==> config.mk <==
export PLATFORM = sky130hd
export DESIGN_NAME = addr_decoder
export DESIGN_NICKNAME = d
export VERILOG_FILES = /design/src/rtl/addr_decoder.sv
export SDC_FILE = /design/constraint.sdc
export NUM_CORES = 1
export LEC_CHECK = 0
export BUFFER_PORTS_ARGS = -buffer_cell sky130_fd_sc_hd__buf_2
export CAP_MARGIN = 20
export CORE_AREA = 2 2 39 41
export CTS_CLUSTER_SIZE = 30
export DETAILED_ROUTE_END_ITERATION = 8
export DIE_AREA = 0 0 41 43
export GPL_TIMING_DRIVEN = 0
export PLACE_DENSITY = 0.64
export SETUP_SLACK_MARGIN = 0.4
export SKIP_LAST_GASP = 1
export SLEW_MARGIN = 20
export SYNTH_ARGS = -nofsm -noshare
export SYNTH_HDL_FRONTEND = slang
export SYNTH_SLANG_ARGS = --single-unit
==> constraint.sdc <==
create_clock -name clk -period 2 [get_ports clk]
set_clock_uncertainty 0.15 [all_clocks]
set_input_delay 0.1 -clock clk [delete_from_list [all_inputs] [get_ports clk]]
set_output_delay 0.1 -clock clk [all_outputs]
set_load 0.02 [all_outputs]
==> src/rtl/addr_decoder.sv <==
// Serial slave-address decoder: shifts in the slave ID, checks readiness, then
// holds the connection and steers the master's valid strobe to the chosen slave.
module addr_decoder #(
    parameter int SLAVE_ID_BITS = 2,
    parameter int NUM_SLAVES    = 3
) (
    input  logic                     clk,
    input  logic                     rstn,
    input  logic                     mvalid,
    input  logic                     mdata,
    input  logic                     trans_done,
    input  logic [NUM_SLAVES-1:0]    sready,
    output logic [NUM_SLAVES-1:0]    mvalid_out,
    output logic [SLAVE_ID_BITS-1:0] sel,
    output logic                     ack,
    output logic                     nack,
    output logic                     busy
);

    localparam int CW = $clog2(SLAVE_ID_BITS + 1);
    localparam logic [CW-1:0] LAST_CNT = CW'(SLAVE_ID_BITS - 1);

    typedef enum logic [1:0] {
        S_IDLE    = 2'd0,
        S_ADDR    = 2'd1,
        S_CONNECT = 2'd2
    } state_t;

    state_t                   state_q, state_d;
    logic [CW-1:0]            cnt_q, cnt_d;
    logic [SLAVE_ID_BITS-1:0] shift_q, shift_d;
    logic [SLAVE_ID_BITS-1:0] sel_q, sel_d;
    logic                     ack_q, ack_d;
    logic                     nack_q, nack_d;

    logic [SLAVE_ID_BITS:0]   id_full_s;
    logic [SLAVE_ID_BITS-1:0] id_s;
    logic                     grant_ok_s;
    logic                     eval_s;

    // An ID is grantable only if it names an attached slave that is ready.
    function automatic logic slave_ok(input logic [SLAVE_ID_BITS-1:0] id,
                                      input logic [NUM_SLAVES-1:0]    rdy);
        logic ok;
        ok = 1'b0;
        for (int i = 0; i < NUM_SLAVES; i++) begin
            ok = ok | (rdy[i] & (int'(id) == i));
        end
        return ok;
    endfunction

    assign id_full_s  = {shift_q, mdata};
    assign id_s       = id_full_s[SLAVE_ID_BITS-1:0];
    assign grant_ok_s = slave_ok(id_s, sready);

    // Next-state, ID shifting and grant/refuse decision.
    always_comb begin
        state_d = state_q;
        cnt_d   = cnt_q;
        shift_d = shift_q;
        sel_d   = sel_q;
        ack_d   = 1'b0;
        nack_d  = 1'b0;
        eval_s  = 1'b0;
        case (state_q)
            S_IDLE: begin
                if (mvalid) begin
                    if (SLAVE_ID_BITS == 1) begin
                        eval_s = 1'b1;
                    end else begin
                        shift_d = id_s;
                        cnt_d   = CW'(1);
                        state_d = S_ADDR;
                    end
                end else begin
                    state_d = S_IDLE;
                end
            end
            S_ADDR: begin
                if (trans_done) begin
                    cnt_d   = '0;
                    shift_d = '0;
                    state_d = S_IDLE;
                end else if (mvalid) begin
                    if (cnt_q == LAST_CNT) begin
                        eval_s = 1'b1;
                    end else begin
                        shift_d = id_s;
                        cnt_d   = cnt_q + CW'(1);
                    end
                end else begin
                    state_d = S_ADDR;
                end
            end
            S_CONNECT: begin
                if (trans_done) begin
                    state_d = S_IDLE;
                end else begin
                    state_d = S_CONNECT;
                end
            end
            default: begin
                cnt_d   = '0;
                shift_d = '0;
                state_d = S_IDLE;
            end
        endcase
        // sel only moves on a grant so mux3 stays stable for late responses.
        if (eval_s) begin
            cnt_d   = '0;
            shift_d = '0;
            if (grant_ok_s) begin
                sel_d   = id_s;
                ack_d   = 1'b1;
                state_d = S_CONNECT;
            end else begin
                nack_d  = 1'b1;
                state_d = S_IDLE;
            end
        end else begin
            eval_s = 1'b0;
        end
    end

    // State and output registers.
    always_ff @(posedge clk or negedge rstn) begin
        if (!rstn) begin
            state_q <= S_IDLE;
            cnt_q   <= '0;
            shift_q <= '0;
            sel_q   <= '0;
            ack_q   <= 1'b0;
            nack_q  <= 1'b0;
        end else begin
            state_q <= state_d;
            cnt_q   <= cnt_d;
            shift_q <= shift_d;
            sel_q   <= sel_d;
            ack_q   <= ack_d;
            nack_q  <= nack_d;
        end
    end

    assign mvalid_out = (state_q == S_CONNECT) ? (NUM_SLAVES'(mvalid) << sel_q) : '0;
    assign sel        = sel_q;
    assign ack        = ack_q;
    assign nack       = nack_q;
    assign busy       = (state_q != S_IDLE);

endmodule

==> Word level (Yosys, flattened, before mapping) <==
Cells that the tools add are included.
{ "word_totals": {"wordCells": 56, "ff_bits": 9} }
{ "classes": {"n_bitwise": 5, "shifts": 1, "mux": 28, "eq_ne": 10, "n_addsub": 1, "reduce_logical": 5} }
{ "op_table": {"columns": ["op", "count"], "rows": [
  ["$mux W2", 10],
  ["$mux W1", 14],
  ["$ne A4 B4 Y1 const B", 3],
  ["$pmux W2 S3", 2],
  ["$eq A2 B2 Y1 const B", 3],
  ["$eq A2 B1 Y1 const B", 2],
  ["$logic_not A2 Y1", 2],
  ["$reduce_and A4 Y1", 1],
  ["$and A1 B1 Y1", 3],
  ["$mux W3", 1],
  ["$ne A3 B3 Y1 const B", 1],
  ["$pmux W1 S3", 1],
  ["$shl A1 B2 Y3", 1],
  ["$add A2 B1 Y2 const B", 1],
  ["$ne A2 B2 Y1 const B", 1],
  ["$or A1 B1 Y1", 2],
  ["$reduce_and A2 Y1", 1],
  ["$reduce_bool A2 Y1", 1]
]} }

==> Longest topological paths before layout <==
Gate-level depths: netlist (run 1).
{ "logic_depth": {"word_depth": 7, "ltp_mapped": 5} }

==> Least setup slack after synthesis (run 1) <==
OpenSTA, ideal clock, no wires.
{ "synth_path": {"path_kind": "reg2out", "from": "register state_q[0]", "to": "output port mvalid_out[0]", "arrival_ns": 1.442, "path_slack_ns": 0.308, "t_required_ns": 1.750, "path_buffers": 1, "path_stages_with_launch": 4, "cell_sequence": "dfrtp_1 -> buf_2 -> nand2b_1 -> nor4b_1"} }
{ "synth_between": {"elab_chain_cells": 2} }
{ "synth_rtl": {"columns": ["element", "line", "rtl"], "rows": [
  ["from (decl)", "29", "state_t state_q, state_d;"],
  ["from (signal assigned)", "135", "state_q <= state_d;"],
  ["$eq A2 B2 Y1", "144", "assign mvalid_out = (state_q == S_CONNECT) ? (NUM_SLAVES'(mvalid) << sel_q) : '0;"],
  ["$mux W3", "144", null],
  ["to (decl)", "13", "output logic [NUM_SLAVES-1:0] mvalid_out,"]
]} }
No other way between the ends.

==> Worst setup path after layout (run 1) <==
Same ends and word-level chain as after synthesis.

==> summary.txt, run 1 <==
Setup path
  • CP required: 1.75 ns
  • Worst Setup Start Kind: flop
  • CP arrival: 1.32 ns
  • Maximum fanout along the worst path: 8
  • CP endpoint: mvalid_out[0]
  • CP startpoint: state_q[0]$_DFFE_PN0P_
  • Worst setup EP type: output port
  • Worst path max stage delay: 0.37 ns
  • Reg2Reg Setup Slack: 0.53 ns
  • CP top delay family: flip-flops
  • Critical path depth: 4
  • Critical R2R Launch: cnt_q[0]$_DFFE_PN0P_
  • CP bufs+invs: 2
  • Slowest CP cell: dfrtp_1
  • CP cell instances: buf_6 > nand2b_4 > nor4b_4 > buf_4
  • Worst R2R Path Depth: 4
  • Reg2Reg Capture Point: sel[1]$_DFFE_PN0P_
  • Crit path kind: flop to output port

Timing
  • Fin crit period: 1.568 ns
  • Max-slew violation count: 0
  • Period utilization: 78.42%
  • Slew @ Worst Pin: 0.2775 ns
  • Worst hold slack: 0.06570 ns
  • Total negative setup slack: 0 ns
  • RSZ-0062 raised after global routing: yes
  • Slew HR: 81.24%
  • Count of final setup violators: 0
  • F_max: 0.6376 GHz
  • Final Hold Viols: 0

Clock tree
  • Clock Sink Count: 9
  • H-tree levels: 1
  • CTS tree: done
  • Clock Latency Late Sink: 0.26 ns
  • Clk root buf: clkbuf_4
  • CTS Buf Count: 3
  • Clk pin slew, worst setup/hold paths: 0.06 ns
  • Post-CTS setup buffer count: 0
  • Maximum clock path buffer count: 2

Die
  • Die area: 0.001763 sq mm
  • I/O pin total: 16
  • Starting Density: 37.07%
  • Die Y: 43 um
  • Core Area: 0.001384 sq mm
  • Die width: 41 um
  • Cell Rows: 14

Power
  • Comb power frac: 34.8%
  • P per Cell Area: 840.4 mW/mm^2
  • Lkg Pwr: 0.3283 nW
  • Peak VDD IR: 0.5024 mV
  • Clk pwr share: 23.8%
  • Sw power: 197.7 uW
  • Share of power burned in registers: 41.3%
  • P_int: 384.8 uW
  • Overall Power: 582.6 uW
  • Sw frac: 33.94%

Logic synthesis
  • Mux share of post-synthesis cell area: 3.902%
  • Post-Synth XOR/XNOR Area: 0%
  • Combinational family with the most area after synthesis: simple AND/OR/NAND/NOR gates
  • Synthesized-area fraction occupied by adder cells: 2.439%
  • Post-synth EDFFs: 0
  • Synth Area in Compound Gates: 20.24%
  • Syn. warnings: 0
  • Cell Area, Synth: 513.0 sq um
  • Share of the yosys chip area belonging to registers: 43.90%
  • FFs w/ async S/R, synth: 100.0%
  • Simple logic cell fraction of the synthesized area: 26.10%
  • Synthesis-stage register bit count: 9
  • Mapped Nets: 59
  • Mean post-synth cell area: 10.26 sq um
  • Post-synthesis cell type count: 27
  • Cell count after synthesis: 50
  • Predominant post-synthesis flop cell: dfrtp_1

Routing
  • Number of nets with antenna violations after routing: 0
  • Routed len/inst: 12.56 um
  • DR iter-0 viols: 5
  • Vias/cell: 5.287
  • Post-Route WL: 1093 um
  • Drt pass-1 iters: 3
  • Vias: 460
  • DRC Markers: 0

Outcome
  • Status: complete, no violations

GRT
  • Initial antenna violation count: 0
  • Maximum number of pins on one net before global-route repair: 10
  • First-pass GRT wire length: 1766 um
  • GRT Util Overall: 15.18%
  • Vias in the first global route: 425
  • Gr ovfl total: 0

Hold path
  • HP Class: input pin to asynchronous set/reset pin

Placement
  • IO Port Bufs: 14
  • Placed cell areas: 609.3 sq um
  • DP HPWL: 783.4 um
  • Final GP Congestion: 0.6796

Finish
  • Fin nets: 81
  • Commonest non-fill, non-tap cell in the layout: buf_2
  • Antenna diode count: 0
  • Area Growth Syn to Fin: 35.12%
  • Layout cells sized above 1: 33.80%
  • Most frequent cells in the layout: buf_2 (13), dfrtp_1 (9), o21a_1 (4)
  • Design Area, Final: 693.2 sq um

Flow run
  • Max-cap violations: 0
[worst min-delay path by stage]
stage / startpoint / endpoint / cells past startpoint
floorplan: rstn / ack$_DFF_PN0_ / 0
global placement: rstn / cnt_q[0]$_DFFE_PN0P_ / 1
detailed placement: rstn / state_q[0]$_DFFE_PN0P_ / 1
CTS: rstn / state_q[0]$_DFFE_PN0P_ / 2
global route: rstn / cnt_q[1]$_DFFE_PN0P_ / 2
finish: rstn / state_q[0]$_DFFE_PN0P_ / 2
[cell type report]
type / count / area (sq um)
fill: 134 / 690.7
multi-input combinational: 37 / 292.8
sequential: 9 / 225.2
timing repair buffer: 17 / 105.1
clock buffer: 4 / 26.28
tap: 16 / 20.02
buffer: 2 / 16.27
inverter: 2 / 7.507
[power groups by stage]
stage,combinational [mW],sequential (mW),clock [mW]
floorplan,0.133,0.243,0
global placement,0.185,0.238,0
detailed placement,0.188,0.240,0
CTS,0.203,0.239,0.146
global route,0.224,0.245,0.156
finish,0.203,0.241,0.139
[layer usage]
metal  routed length (um)  up-vias  track usage, %  share of wire (%)
li1                     -      230               -                  -
met2                  523       13           21.88                 48
met1                  487      217           18.81                 45
met4                    0        0           2.000                  0
met5                    0        -               0                  0
met3                   82        0           10.47                7.5
[what timing repair did]
action,CTS,global route
gates resized for setup,4,3
hold buffers,3,0
endpoints found under the setup margin,2,2
endpoints found under the hold margin,11,0
[state kept, by name, indices dropped and copies added, names as in the netlist]
name	cells
cnt_q	2
shift_q	1
nack	1
sel	2
ack	1
state_q	2
[logic make-up after synthesis]
group,after synthesis
flip-flops,9
AO/OA/AOI/OAI,14
AND/OR/NAND/NOR,20
buffers and inverters,4
adder cells (fa/ha/maj),1
multiplexers,2
[through the flow]
stage | setup WS, ns | utilization [%] | instances
2_1_floorplan | 0.5365 | - | 50
3_3_place_gp | 0.5420 | 44.03 | 80
3_5_place_dp | 0.5492 | 44.03 | 80
4_1_cts | 0.4088 | 49.10 | 87
5_1_grt | 0.3816 | 50.09 | 87
6_report | 0.4316 | 50.09 | 87
[worst register-to-register path: stages, from the launching register on]
cell      delay [ns]
dfrtp_1         0.40
ha_1            0.26
nand2b_1        0.14
o21a_1          0.19
a211o_1         0.21
[synthesized netlist by cell type (all sizes together), types with 2 or more instances]
cell type  number  area share [%]
nand2           2             1.5
mux2i           2             3.9
buf             2             2.0
or2             2             2.4
dfrtp           9              44
a211o           2             3.4
nor2            3             2.2
nor4            2             2.4
nand3b          3             6.8
o21ai           2             1.9
nand2b          2             2.4
inv             2             1.5
nor3            2             2.0
nor4b           2             3.4
o21a            4             5.9
nor2b           2             2.9
No activity file was read; power rests on OpenSTA's default activity.
==> run 2: changes to the inputs <==
==> constraint.sdc (replaced) <==
create_clock -name clk -period 1.5 [get_ports clk]
set_clock_uncertainty 0.15 [all_clocks]
set_input_delay 0.075 -clock clk [delete_from_list [all_inputs] [get_ports clk]]
set_output_delay 0.075 -clock clk [all_outputs]
set_load 0.02 [all_outputs]
==> run 2 against run 1 <==
Net effect: register-to-register slack got worse by 0.41 ns; die area did not move; sequential power rose by 37%; wire length rose by 26%; critical path type unchanged; the flow now finishes with violations (negative setup slack); first-iteration DRC count rose by 80%.
==> summary.txt, run 2 (synthesis results as in run 1) <==
Finish
  • Filler cell count: 131
  • Commonest non-fill, non-tap cell in the layout: buf_4
  • Antenna diode count: 0
  • Final std cells w/o fill: 97
  • Layout cells sized above 1: 58.02%
  • Design Area, Final: 858.3 sq um
  • Post-layout util: 62.03%
  • Area Growth Syn to Fin: 67.32%
  • Most frequent cells in the layout: buf_4 (11), buf_2 (9), buf_6 (6), dfrtp_1 (6), o21a_1 (4)
  • Fin nets: 91

Flow run
  • Max-cap violations: 0

Setup path
  • Crit path kind: flop to output port
  • Worst Setup Start Kind: flop
  • CP arrival: 1.30 ns
  • CP required: 1.27 ns
  • Maximum fanout along the worst path: 4
  • Worst setup EP type: output port

Routing
  • Number of nets with antenna violations after routing: 0
  • Routed len/inst: 14.23 um
  • DR iter-0 viols: 9
  • Post-Route WL: 1380 um
  • DRC Markers: 0
  • Drt pass-1 iters: 3
  • Vias: 507
  • Vias/cell: 5.227

GRT
  • Gr ovfl total: 0
  • Vias in the first global route: 504
  • Maximum number of pins on one net before global-route repair: 10
  • GRT Util Overall: 19.19%
  • Initial antenna violation count: 0
  • First-pass GRT wire length: 2249 um

Timing
  • RSZ-0062 raised after global routing: yes
  • Worst hold slack: 0.03588 ns
  • Worst Setup Slack, final: -0.02613 ns
  • Period utilization: 101.7%
  • Total negative setup slack: -0.02613 ns
  • Final Hold Viols: 0
  • Fin crit period: 1.526 ns
  • Slew HR: 81.62%
  • Count of final setup violators: 1
  • Slew @ Worst Pin: 0.2732 ns
  • F_max: 0.6553 GHz
  • Max-slew violation count: 0

Die
  • Die width: 41 um
  • Die area: 0.001763 sq mm
  • Starting Density: 37.07%
  • Die Y: 43 um
  • Core Area: 0.001384 sq mm
  • I/O pin total: 16
  • Cell Rows: 14

Power
  • Lkg Pwr: 0.3953 nW
  • Peak VDD IR: 0.5806 mV
  • P per Cell Area: 1124 mW/mm^2

Placement
  • IO Port Bufs: 14
  • Final GP Congestion: 0.6560
  • DP HPWL: 820 um
  • Placed Cells incl. Taps: 80
  • Placed cell areas: 658.1 sq um

Hold path
  • HP Class: input pin to asynchronous set/reset pin

Clock tree
  • H-tree levels: 1
  • Clock Sink Count: 9
  • CTS tree: done
  • Maximum clock path buffer count: 2
  • Clk pin slew, worst setup/hold paths: 0.07 ns
  • CTS Buf Count: 3
  • Clk root buf: clkbuf_4
  • Clock Latency Late Sink: 0.27 ns

Outcome
  • Failing checks: negative setup slack
  • Status: finished, violations left
-- run 2: cell types whose count changed in the layout (fill, tap and decap cells not counted), moves of 2 or more --
cell	previous run	this run
buf_4	2	11
buf_6	1	6
buf_2	13	9
dfrtp_1	9	6
or2_4	0	2
dfrtp_2	0	3
-- run 2: layout make-up --
cell class / count / area, sq um / area share, %
flip-flops and latches: 9 / 229.0 / 26.68
inverters: 2 / 7.507 / 0.8746
clock buffers: 4 / 26.28 / 3.061
multi-input cells: 37 / 350.3 / 40.82
repair buffers: 27 / 209.0 / 24.34
plain buffers: 2 / 16.27 / 1.895
well taps: 16 / 20.02 / 2.332
-- run 2: critical path, cell delays in order (launching register included) --
cell and delay (ns):
dfrtp_1 0.38, buf_6 0.12, nand2b_4 0.16, nor4b_4 0.21
buf_4 0.18
-- run 2: stage by stage --
stage	setup WS [ns]	power [mW]
global placement	0.1673	0.6281
finish	-0.02613	0.9651
CTS	-0.03246	0.9574
detailed placement	0.1403	0.6373
floorplan	0.2270	0.5615
global route	-0.07654	1.027
-- run 2: timing repair --
| item | in CTS | in global routing |
|---|---|---|
| endpoints found under the hold margin | 11 | 0 |
| pin swaps | 8 | 0 |
| hold buffers | 3 | 0 |
| endpoints found under the setup margin | 15 | 15 |
| resized for setup | 18 | 3 |
| buffers inserted | 10 | 0 |
-- run 2: path summary, 6_finish.rpt --
path	start	slack [ns]	cells past startpoint	endpoint
min in group clk	mvalid	0.07	3	state_q[0]$_DFFE_PN0P_
min reg2reg	state_q[1]$_DFFE_PN0P_	0.40	1	state_q[0]$_DFFE_PN0P_
min	rstn	0.04	2	cnt_q[0]$_DFFE_PN0P_
max reg2reg	state_q[0]$_DFFE_PN0P_	0.12	5	sel[1]$_DFFE_PN0P_
max	state_q[0]$_DFFE_PN0P_	-0.03	4	mvalid_out[0]
max in group asynchronous	rstn	0.96	2	sel[0]$_DFFE_PN0P_
-- run 2: where the power goes --
group / internal (mW) / switching, mW
Clock: 0.103 / 0.0923
Sequential: 0.282 / 0.0468
Combinational: 0.248 / 0.193
Total: 0.633 / 0.332
-- run 2: metal layers --
layer	global-route usage [%]	part of all wire, %	up-vias
met5	0	0	-
met4	9.333	0.43	0
met3	6.806	3.7	2
met2	27.50	50	11
met1	24.67	46	247
li1	-	-	247
==> run 3: changes to the inputs <==
--- a/config.mk
+++ b/config.mk
@@ -5,6 +5,7 @@
 export SDC_FILE = /design/constraint.sdc
 export NUM_CORES = 1
 export LEC_CHECK = 0
+export ABC_AREA = 1
 export BUFFER_PORTS_ARGS = -buffer_cell sky130_fd_sc_hd__buf_2
 export CAP_MARGIN = 20
 export CORE_AREA = 2 2 39 41
@@ -13,6 +14,7 @@
 export DIE_AREA = 0 0 41 43
 export GPL_TIMING_DRIVEN = 0
 export PLACE_DENSITY = 0.64
+export REMOVE_ABC_BUFFERS = 1
 export SETUP_SLACK_MARGIN = 0.4
 export SKIP_LAST_GASP = 1
 export SLEW_MARGIN = 20
==> run 3 against run 2 <==
Net effect: the flow now finishes without violations; power is 25% higher; final cell count is 12% higher; sequential share of layout area is 1.9 points higher; worst hold slack worse by 0.0051 ns; critical path depth is 2 lower; synthesized cell count is 32% higher; setup slack better by 0.12 ns; combinational power is 41% higher; utilization is 4.8 points lower; design area is 7.7% lower; sequential power is 23% higher; non-clock buffer count is 6 lower; critical path type unchanged.
==> summary.txt, run 3 <==
Logic synthesis
  • Cell count after synthesis: 66
  • Post-synth EDFFs: 0
  • Synth top area cells: dfrtp_1 (43%), nand2_1 (14%), nand3_1 (6.7%)
  • Combinational family with the most area after synthesis: simple AND/OR/NAND/NOR gates
  • Most frequent cell after synthesis: nand2_1
  • Mean post-synth cell area: 7.867 sq um
  • Share of the yosys chip area belonging to registers: 43.37%
  • Mux share of post-synthesis cell area: 0%
  • Synth Area in Compound Gates: 6.024%
  • Post-synth top area cell: dfrtp_1
  • Post-Synth XOR/XNOR Area: 0%
  • FFs w/ async S/R, synth: 100.0%
  • Commonest cells in the netlist: nand2_1 (20), dfrtp_1 (9), inv_1 (8), nand3_1 (7), nor2_1 (5)
  • Cell Area, Synth: 519.2 sq um
  • Yosys top cell area share: 43.37%
  • Synthesis-stage register bit count: 9
  • Simple logic cell fraction of the synthesized area: 39.52%
  • Syn. warnings: 0
  • Predominant post-synthesis flop cell: dfrtp_1
  • Synthesized-area fraction occupied by adder cells: 2.410%
  • Post-synthesis cell type count: 16

Setup path
  • Maximum fanout along the worst path: 5
  • Worst setup EP type: output port
  • CP arrival: 1.18 ns
  • Crit path kind: flop to output port
  • Worst Setup Start Kind: flop
  • Reg2Reg Setup Slack: 0.17 ns
  • CP required: 1.27 ns

Die
  • Die width: 41 um
  • Die Y: 43 um
  • Die area: 0.001763 sq mm
  • Core Area: 0.001384 sq mm
  • I/O pin total: 16
  • Starting Density: 37.52%
  • Cell Rows: 14

Placement
  • DP HPWL: 773.6 um
  • IO Port Bufs: 15
  • Place WS: 0.1552 ns
  • Final GP Congestion: 0.7115

Finish
  • Antenna diode count: 0
  • Most frequent cells in the layout: nand2_1 (17), buf_2 (11), dfrtp_1 (8)
  • Area Growth Syn to Fin: 52.53%
  • Commonest non-fill, non-tap cell in the layout: nand2_1
  • Register area: 226.5 sq um
  • Fin nets: 103
  • Area of the multi-input gates: 311.5 sq um
  • Layout cells sized above 1: 49.46%
  • Filler cell count: 127

Power
  • P_int: 701.7 uW
  • Peak VDD IR: 0.8151 mV
  • Share of power burned in registers: 33.5%
  • Sw frac: 41.97%
  • Clk pwr share: 15.2%
  • P per Cell Area: 1527 mW/mm^2
  • Comb power frac: 51.3%
  • Sw power: 507.4 uW
  • Lkg Pwr: 0.4505 nW

Clock tree
  • Maximum clock path buffer count: 2
  • CTS tree: done
  • Clk pin slew, worst setup/hold paths: 0.06 ns
  • CTS Buf Count: 3
  • Clock Latency Late Sink: 0.25 ns
  • H-tree levels: 1
  • Clk root buf: clkbuf_4
  • Clock Sink Count: 9

GRT
  • Maximum number of pins on one net before global-route repair: 10
  • GRT Util Overall: 16.16%
  • Vias in the first global route: 470
  • Initial antenna violation count: 0
  • Gr ovfl total: 0
  • First-pass GRT wire length: 1938 um

Routing
  • Vias/cell: 4.936
  • Drt pass-1 iters: 4
  • Vias: 538
  • Routed len/inst: 12.19 um
  • Post-Route WL: 1329 um
  • DRC Markers: 0
  • Top Layer Used: met4
  • DR iter-0 viols: 1
  • Number of nets with antenna violations after routing: 0
  • Met3 WL: 33 um
  • Met2 wire length: 682 um
  • Wl on met1: 593 um

Timing
  • Slew @ Worst Pin: 0.2058 ns
  • Max-slew violation count: 0
  • Total negative setup slack: 0 ns
  • Fin crit period: 1.406 ns
  • Worst Setup Slack, final: 0.09398 ns
  • Final Hold Viols: 0
  • RSZ-0062 raised after global routing: yes
  • Slew HR: 86.17%
  • Count of final setup violators: 0
  • F_max: 0.7112 GHz
  • Worst hold slack: 0.03083 ns
  • Period utilization: 93.73%

Flow run
  • Max-cap violations: 0

Outcome
  • Status: complete, no violations

Hold path
  • HP Class: input pin to flop
-- run 3: changes by cell type after synthesis, sizes merged, moves of 3 or more --
cell / previous run / this run
nand2: 2 / 23
nand3: 0 / 8
inv: 2 / 12
nor2: 3 / 6
o21a: 4 / 0
-- run 3: path summary, 6_finish.rpt --
kind                                         from                     end  cells after the start
max                            sel[0]$_DFFE_PN0P_           mvalid_out[2]                      2
min                                     sready[0]          nack$_DFF_PN0_                      4
max reg2reg                state_q[1]$_DFFE_PN0P_      sel[0]$_DFFE_PN0P_                      7
min reg2reg                  cnt_q[1]$_DFFE_PN0P_    cnt_q[1]$_DFFE_PN0P_                      2
max in group asynchronous                    rstn      sel[0]$_DFFE_PN0P_                      2
min in group asynchronous                    rstn  state_q[1]$_DFFE_PN0P_                      2
-- run 3: timing repair --
| action | CTS | global route |
|---|---|---|
| hold endpoints to repair | 11 | 0 |
| gates resized for setup | 10 | 14 |
| gates cloned | 0 | 0 |
| setup buffers | 3 | 2 |
| pin swaps | 6 | 3 |
| setup endpoints to repair | 13 | 15 |
| hold buffers | 3 | 0 |
-- run 3: cell type report --
| cell class | instances | area share [%] |
|---|---|---|
| repair buffers | 23 | 20.22 |
| flip-flops and latches | 9 | 28.59 |
| well taps | 16 | 2.528 |
| multi-input cells | 45 | 39.34 |
| inverters | 12 | 6.003 |
| clock buffers | 4 | 3.318 |
-- run 3: power groups by stage --
stage               clock (mW)  combinational (mW)  sequential, mW
floorplan                    0               0.262           0.415
global placement             0               0.395           0.389
detailed placement           0               0.399           0.390
CTS                      0.188               0.506           0.387
global route             0.207               0.684           0.413
finish                   0.184               0.620           0.405
-- run 3: layer usage --
| metal | vias to the layer above | track usage, % |
|---|---|---|
| met3 | 2 | 1.571 |
| met1 | 261 | 23.41 |
| li1 | 264 | - |
| met4 | 0 | 10.00 |
| met2 | 11 | 22.19 |
| met5 | - | 0 |
-- run 3: worst max-delay path: stages (launching register included) --
cell and delay (ns):
dfrtp_2 0.44, nor4_2 0.28, buf_2 0.20
-- run 3: per-stage QoR --
step	utilization [%]	power, mW	cell area, sq um	instances
finish	57.23	1.209	792.0	109
global route	57.23	1.303	792.0	109
CTS	52.35	1.081	724.4	107
detailed placement	44.39	0.7890	614.3	97
global placement	44.39	0.7833	614.3	97
floorplan	-	0.6773	519.2	66
-- run 3: kinds of logic after synthesis --
group	after synthesis
AND/OR/NAND/NOR	40
buffers and inverters	12
flip-flops	9
AO/OA/AOI/OAI	4
adder cells (fa/ha/maj)	1
